===== config.mk =====
export PLATFORM = sky130hd
export DESIGN_NAME = latch_write_arbiter
export DESIGN_NICKNAME = d
export VERILOG_FILES = /design/src/rtl/latch_arb_pkg.sv /design/src/rtl/rr_arbiter.sv /design/src/rtl/latch_write_arbiter.sv
export SDC_FILE = /design/constraint.sdc
export NUM_CORES = 1
export LEC_CHECK = 0
export ABC_AREA = 1
export CAP_MARGIN = 10
export CORE_ASPECT_RATIO = 1.2
export CORE_UTILIZATION = 47
export CTS_CLUSTER_SIZE = 24
export DETAILED_ROUTE_END_ITERATION = 6
export PLACE_DENSITY = 0.81
export SLEW_MARGIN = 20
export SYNTH_ARGS = -nofsm -noshare
export SYNTH_HDL_FRONTEND = slang
export SYNTH_SLANG_ARGS = --single-unit

===== constraint.sdc =====
create_clock -name clk -period 1.8 [get_ports clk]
set_input_delay 0.27 -clock clk [delete_from_list [all_inputs] [get_ports clk]]
set_output_delay 0.27 -clock clk [all_outputs]
set_load 0.005 [all_outputs]

===== src/rtl/latch_arb_pkg.sv =====
// Shared types and sizing helpers for the gated-latch write arbiter.
package latch_arb_pkg;

  localparam int unsigned StateW = 2;

  typedef enum logic [StateW-1:0] {
    StIdle  = 2'd0,
    StSetup = 2'd1,
    StOpen  = 2'd2,
    StHold  = 2'd3
  } state_e;

  // Width of the phase down-counter: must hold the longest phase length.
  function automatic int unsigned cnt_width(input int unsigned setup_cyc,
                                            input int unsigned open_cyc,
                                            input int unsigned hold_cyc);
    int unsigned m;
    m = setup_cyc;
    if (open_cyc > m) m = open_cyc;
    if (hold_cyc > m) m = hold_cyc;
    return $clog2(m + 1);
  endfunction

endpackage


===== src/rtl/rr_arbiter.sv =====
// Combinational round-robin pick: first masked request at or after rr_ptr, wrapping.
module rr_arbiter #(
  parameter int unsigned N_REQ = 4,
  parameter int unsigned IdW   = $clog2(N_REQ)
) (
  input  logic [N_REQ-1:0] req,
  input  logic [N_REQ-1:0] mask,
  input  logic [IdW-1:0]   rr_ptr,
  output logic             valid,
  output logic [IdW-1:0]   winner
);

  logic [N_REQ-1:0] req_m;
  logic [IdW-1:0]   idx;

  assign req_m = req & mask;

  always_comb begin
    valid  = 1'b0;
    winner = '0;
    idx    = '0;
    for (int unsigned i = 0; i < N_REQ; i++) begin
      idx = IdW'((32'(rr_ptr) + i) % N_REQ);
      if (!valid && req_m[idx]) begin
        valid  = 1'b1;
        winner = idx;
      end
    end
  end

endmodule


===== src/rtl/latch_write_arbiter.sv =====
// Round-robin arbiter sequencing setup/open/hold writes into one shared D latch.
// Define LATCH_ARB_READBACK_EN to add the latch_q readback check and wr_err output.
module latch_write_arbiter
  import latch_arb_pkg::*;
#(
  parameter int unsigned N_REQ     = 4,
  parameter int unsigned DW        = 8,
  parameter int unsigned SETUP_CYC = 1,
  parameter int unsigned OPEN_CYC  = 2,
  parameter int unsigned HOLD_CYC  = 1
) (
  input  logic                     clk,
  input  logic                     rst_n,
  input  logic [N_REQ-1:0]         req,
  input  logic [N_REQ*DW-1:0]      wdata,
  output logic [N_REQ-1:0]         ack,
  output logic [$clog2(N_REQ)-1:0] grant_id,
  output logic                     busy,
  output logic [DW-1:0]            latch_d,
  output logic                     latch_en
`ifdef LATCH_ARB_READBACK_EN
  ,
  input  logic [DW-1:0]            latch_q,
  output logic                     wr_err
`endif
);

  localparam int unsigned IdW  = $clog2(N_REQ);
  localparam int unsigned CntW = cnt_width(SETUP_CYC, OPEN_CYC, HOLD_CYC);

  localparam logic [CntW-1:0] SetupLd = CntW'(SETUP_CYC - 1);
  localparam logic [CntW-1:0] OpenLd  = CntW'(OPEN_CYC - 1);
  localparam logic [CntW-1:0] HoldLd  = CntW'(HOLD_CYC - 1);

  state_e           state_q, state_d;
  logic [CntW-1:0]  cnt_q, cnt_d;
  logic [IdW-1:0]   rr_ptr_q, rr_ptr_d;
  logic [IdW-1:0]   grant_q, grant_d;
  logic [DW-1:0]    d_q, d_d;
  logic             en_q, en_d;
  logic             busy_q, busy_d;
  logic [N_REQ-1:0] ack_q, ack_d;
  logic             last;
  logic             arb_valid;
  logic [IdW-1:0]   arb_winner;

  // The requester just acked may still show req for a cycle; keep it out of this pick.
  rr_arbiter #(
    .N_REQ (N_REQ),
    .IdW   (IdW)
  ) u_rr_arbiter (
    .req    (req),
    .mask   (~ack_q),
    .rr_ptr (rr_ptr_q),
    .valid  (arb_valid),
    .winner (arb_winner)
  );

  assign last = (cnt_q == '0);

  always_comb begin
    state_d  = state_q;
    cnt_d    = cnt_q;
    rr_ptr_d = rr_ptr_q;
    grant_d  = grant_q;
    d_d      = d_q;
    busy_d   = busy_q;
    ack_d    = '0;
    en_d     = 1'b0;
    unique case (state_q)
      StIdle: begin
        if (arb_valid) begin
          state_d = StSetup;
          cnt_d   = SetupLd;
          grant_d = arb_winner;
          d_d     = wdata[arb_winner*DW +: DW];
          busy_d  = 1'b1;
        end
      end
      StSetup: begin
        if (last) begin
          state_d = StOpen;
          cnt_d   = OpenLd;
          en_d    = 1'b1;
        end else begin
          cnt_d = cnt_q - 1'b1;
        end
      end
      StOpen: begin
        if (last) begin
          state_d = StHold;
          cnt_d   = HoldLd;
        end else begin
          cnt_d = cnt_q - 1'b1;
          en_d  = 1'b1;
        end
      end
      StHold: begin
        if (last) begin
          state_d  = StIdle;
          ack_d    = N_REQ'(1) << grant_q;
          busy_d   = 1'b0;
          rr_ptr_d = (grant_q == IdW'(N_REQ - 1)) ? '0 : grant_q + 1'b1;
        end else begin
          cnt_d = cnt_q - 1'b1;
        end
      end
      default: state_d = StIdle;
    endcase
  end

  always_ff @(posedge clk or negedge rst_n) begin
    if (!rst_n) begin
      state_q  <= StIdle;
      cnt_q    <= '0;
      rr_ptr_q <= '0;
      grant_q  <= '0;
      d_q      <= '0;
      en_q     <= 1'b0;
      busy_q   <= 1'b0;
      ack_q    <= '0;
    end else begin
      state_q  <= state_d;
      cnt_q    <= cnt_d;
      rr_ptr_q <= rr_ptr_d;
      grant_q  <= grant_d;
      d_q      <= d_d;
      en_q     <= en_d;
      busy_q   <= busy_d;
      ack_q    <= ack_d;
    end
  end

  assign ack      = ack_q;
  assign grant_id = grant_q;
  assign busy     = busy_q;
  assign latch_d  = d_q;
  assign latch_en = en_q;

`ifdef LATCH_ARB_READBACK_EN
  logic err_q, err_d;

  // Sample the latch on the final hold cycle so the error lines up with ack.
  always_comb begin
    err_d = 1'b0;
    if (state_q == StHold && last) err_d = (latch_q != d_q);
  end

  always_ff @(posedge clk or negedge rst_n) begin
    if (!rst_n) err_q <= 1'b0;
    else        err_q <= err_d;
  end

  assign wr_err = err_q;
`endif

endmodule


==> key figures <==
Status
  • Failing checks: DRC, setup timing
  • Status: finished, violations left

Clock tree
  • CTS tree: yes
  • CTS hold repair buffers: 0
  • Clock Tree Buf Depth: 2
  • Clock transition at path regs: 0.08 ns
  • CTS sink cnt: 22
  • Clock Latency Late Sink: 0.26 ns
  • CTS H-tree depth: 1
  • CTS root buf: clkbuf_8
  • Cts bufs inserted: 3

Die
  • Core Box Area: 3600 um2
  • Die Ht: 69.0 um
  • Die Wd: 57.9 um
  • Initial Util: 48.9%
  • I/O Pins: 54
  • Core Rows: 24
  • Die area: 4000 um2

Synthesis
  • Most common cell in the synthesized netlist: nand2_1
  • Top cells by count, synth: 76 x nand2_1, 49 x inv_1, 28 x nand3_1
  • Synth top area cells: dfrtp_1 31%, nand2_1 16%, inv_1 10%
  • #FFs+latches synth: 22
  • Yosys top cell by area: dfrtp_1
  • Mean Syn Cell Area: 6.85 um2
  • Syn_nets: 307
  • Share of the synthesized area in the top cell type: 31.3%
  • Synth Flop Type: dfrtp_1
  • Cells after Synth: 257
  • Post-Syn Area: 1760 um2
  • Unique masters post-synth: 23
  • Seq/Total Area, Yosys: 31.3%
  • Ys async rst share: 100%
  • Ys Warns: 0
  • Number of flops mapped to enable cells by yosys: 0

STA
  • Worst setup margin: -0.0609 ns
  • Period utilization: 103%
  • Max Fclk: 537 MHz
  • Max-slew violation count: 0
  • Hold Fails Final Rpt: 0
  • Hold_ws: 0.353 ns
  • Setup Skew: 0.00678 ns
  • Setup violators final: 10
  • RSZ-0062 raised after global routing: true
  • Worst Tran Pin Value: 0.298 ns
  • Minimum clock period: 1.86 ns
  • Relative slew slack: 80.1%

Global route
  • Gr ovfl total: 0
  • Largest net degree at the start of global routing: 23
  • Initial antenna violation count: 0
  • Global-route wire length before repair: 6900 um
  • Vias in the first global route: 1635
  • Gr usage total: 21.6%

Cells and area
  • Filler cell count: 262
  • Final net count: 380
  • Area growth, synth to finish: 50.1%
  • Ant. Diodes: 0
  • Share of cells above drive strength 1: 17.0%

Critical path
  • CP Max Fanout: 8
  • Data required, critical path: 1.96 ns
  • Slowest-stage cell, CP: dfrtp_2
  • FF-to-FF setup slack: -0.06 ns
  • CP max stage delay: 0.49 ns
  • Critical path class: register to register
  • CP arrival: 2.02 ns
  • Critical path startpoint category: register
  • Crit path top cell by count: nand2_4
  • Crit-path cells: clkinv_4 -> nand2_2 -> nand2_4 -> nand3_4 -> nand2_4 -> nand4_4 -> buf_4 -> nand3_2 -> o21ai_1 -> nand2_1 -> nand3_1
  • CP endpoint kind: register

Power and ir drop
  • Switching pwr: 2.46 mW
  • Clock power share: 7.2%
  • Static Leak: 1.38 nW
  • Sw Share: 49.1%
  • Reg power frac: 18.1%
  • Cell-internal power: 2.55 mW
  • IR drop worst, VDD: 1.24 mV
  • Combinational Power Share: 74.7%
  • PwrDens: 1900 nW/um2

Detailed routing
  • 1st-iter DRT viols: 115
  • DR DRC count: 2
  • Routed WL: 4590 um
  • Routed Antenna Nets: 0
  • Routed vias: 1909
  • Routed WL per cell: 12.5 um
  • DR pass1 iterations: 7
  • Vias per cell: 5.19

Min path
  • HP Class: input port to asynchronous set/reset pin

Job
  • Max-cap violations: 0

Placed design
  • Place WS: -0.194 ns
  • Hpwl dp: 3110 um
  • Routability cong.: 0.827
  • PortBufs: 53
[kinds of logic (layout without fill, tap and decap cells)]
logic type      count (synthesis)  after routing  synth area share (%)
simple gates                  142            145                  39.4
buf+inv                        58            127                  14.1
compound gates                 23             23                  6.68
flops                          22             22                  31.3
fa+ha+maj                      12             12                  8.53
[registers in the layout (all words and copies together), names as in the netlist]
name,flops
ack,4
rr_ptr_q,2
state_q,2
busy,1
latch_en,1
cnt_q,2
latch_d,8
grant_id,2
[power by group through the flow]
stage	logic (mW)	clock network (mW)	registers, mW
finish	3.74	0.358	0.909
CTS	3.20	0.372	0.903
global placement	3.04	0	0.907
global route	4.14	0.395	0.932
floorplan	2.19	0	0.865
detailed placement	3.10	0	0.907
[critical path, delay by kind of cell (launching register included)]
family                 cells  cell delay, ns
AOI/OAI and AO/OA          1            0.07
and+or+nand+nor            8            0.85
DFF                        1            0.49
buffers and inverters      2            0.34
[path summary, 6_finish.rpt]
check                            start          end  cells after the start
max in group asynchronous        rst_n  rr_ptr_q[0]                      2
max                        rr_ptr_q[0]   latch_d[0]                     11
max reg2reg                rr_ptr_q[0]   latch_d[0]                     11
min                              rst_n     cnt_q[0]                      2
min reg2reg                 latch_d[6]   latch_d[6]                      2
min in group clk            latch_d[6]   latch_d[6]                      2
[through the flow]
step	setup TNS, ns	power (mW)	instances	area (um2)	util (%)
final	-0.397	5.01	368	2640	73.3
after global routing	-1.91	5.47	368	2640	73.3
after CTS	0	4.48	360	2470	68.6
after detailed placement	-2.07	4.01	355	2400	66.5
after global placement	-1.80	3.95	355	2400	66.5
after floorplan	0	3.06	257	1760	-
[area by class of cell]
cell class                      instances  area (um2)  share of cell area, %
Timing Repair Buffer                   72         704                   26.7
Sequential cell                        22         553                   20.9
Clock buffer                            4        55.1                   2.08
Tap cell                               39        48.8                   1.85
Multi-Input combinational cell        180        1080                   41.0
Inverter                               51         199                   7.53
[what timing repair did]
| item | in CTS | in global routing |
|---|---|---|
| endpoints found under the setup margin | 13 | 13 |
| buffers inserted | 0 | 6 |
| gates cloned | 1 | 2 |
| resized for setup | 2 | 26 |
| pin swaps | 1 | 4 |
[per-layer routing]
layer | routed length, um | global-route usage [%]
met5 | 0 | 0
met4 | 126 | 8.47
met3 | 163 | 2.44
met2 | 2420 | 36.0
met1 | 1880 | 28.1
[cell usage in the layout (no fill, tap or decap), types with 7 or more instances in the layout]
cell	n
nand4_1	13
nand2_1	71
dfrtp_1	20
nor2_1	7
o21ai_0	12
nand3_1	26
inv_1	48
ha_1	12
clkdlybuf4s50_1	53
buf_4	13
Note: power is estimated with default switching activity, not from simulation.
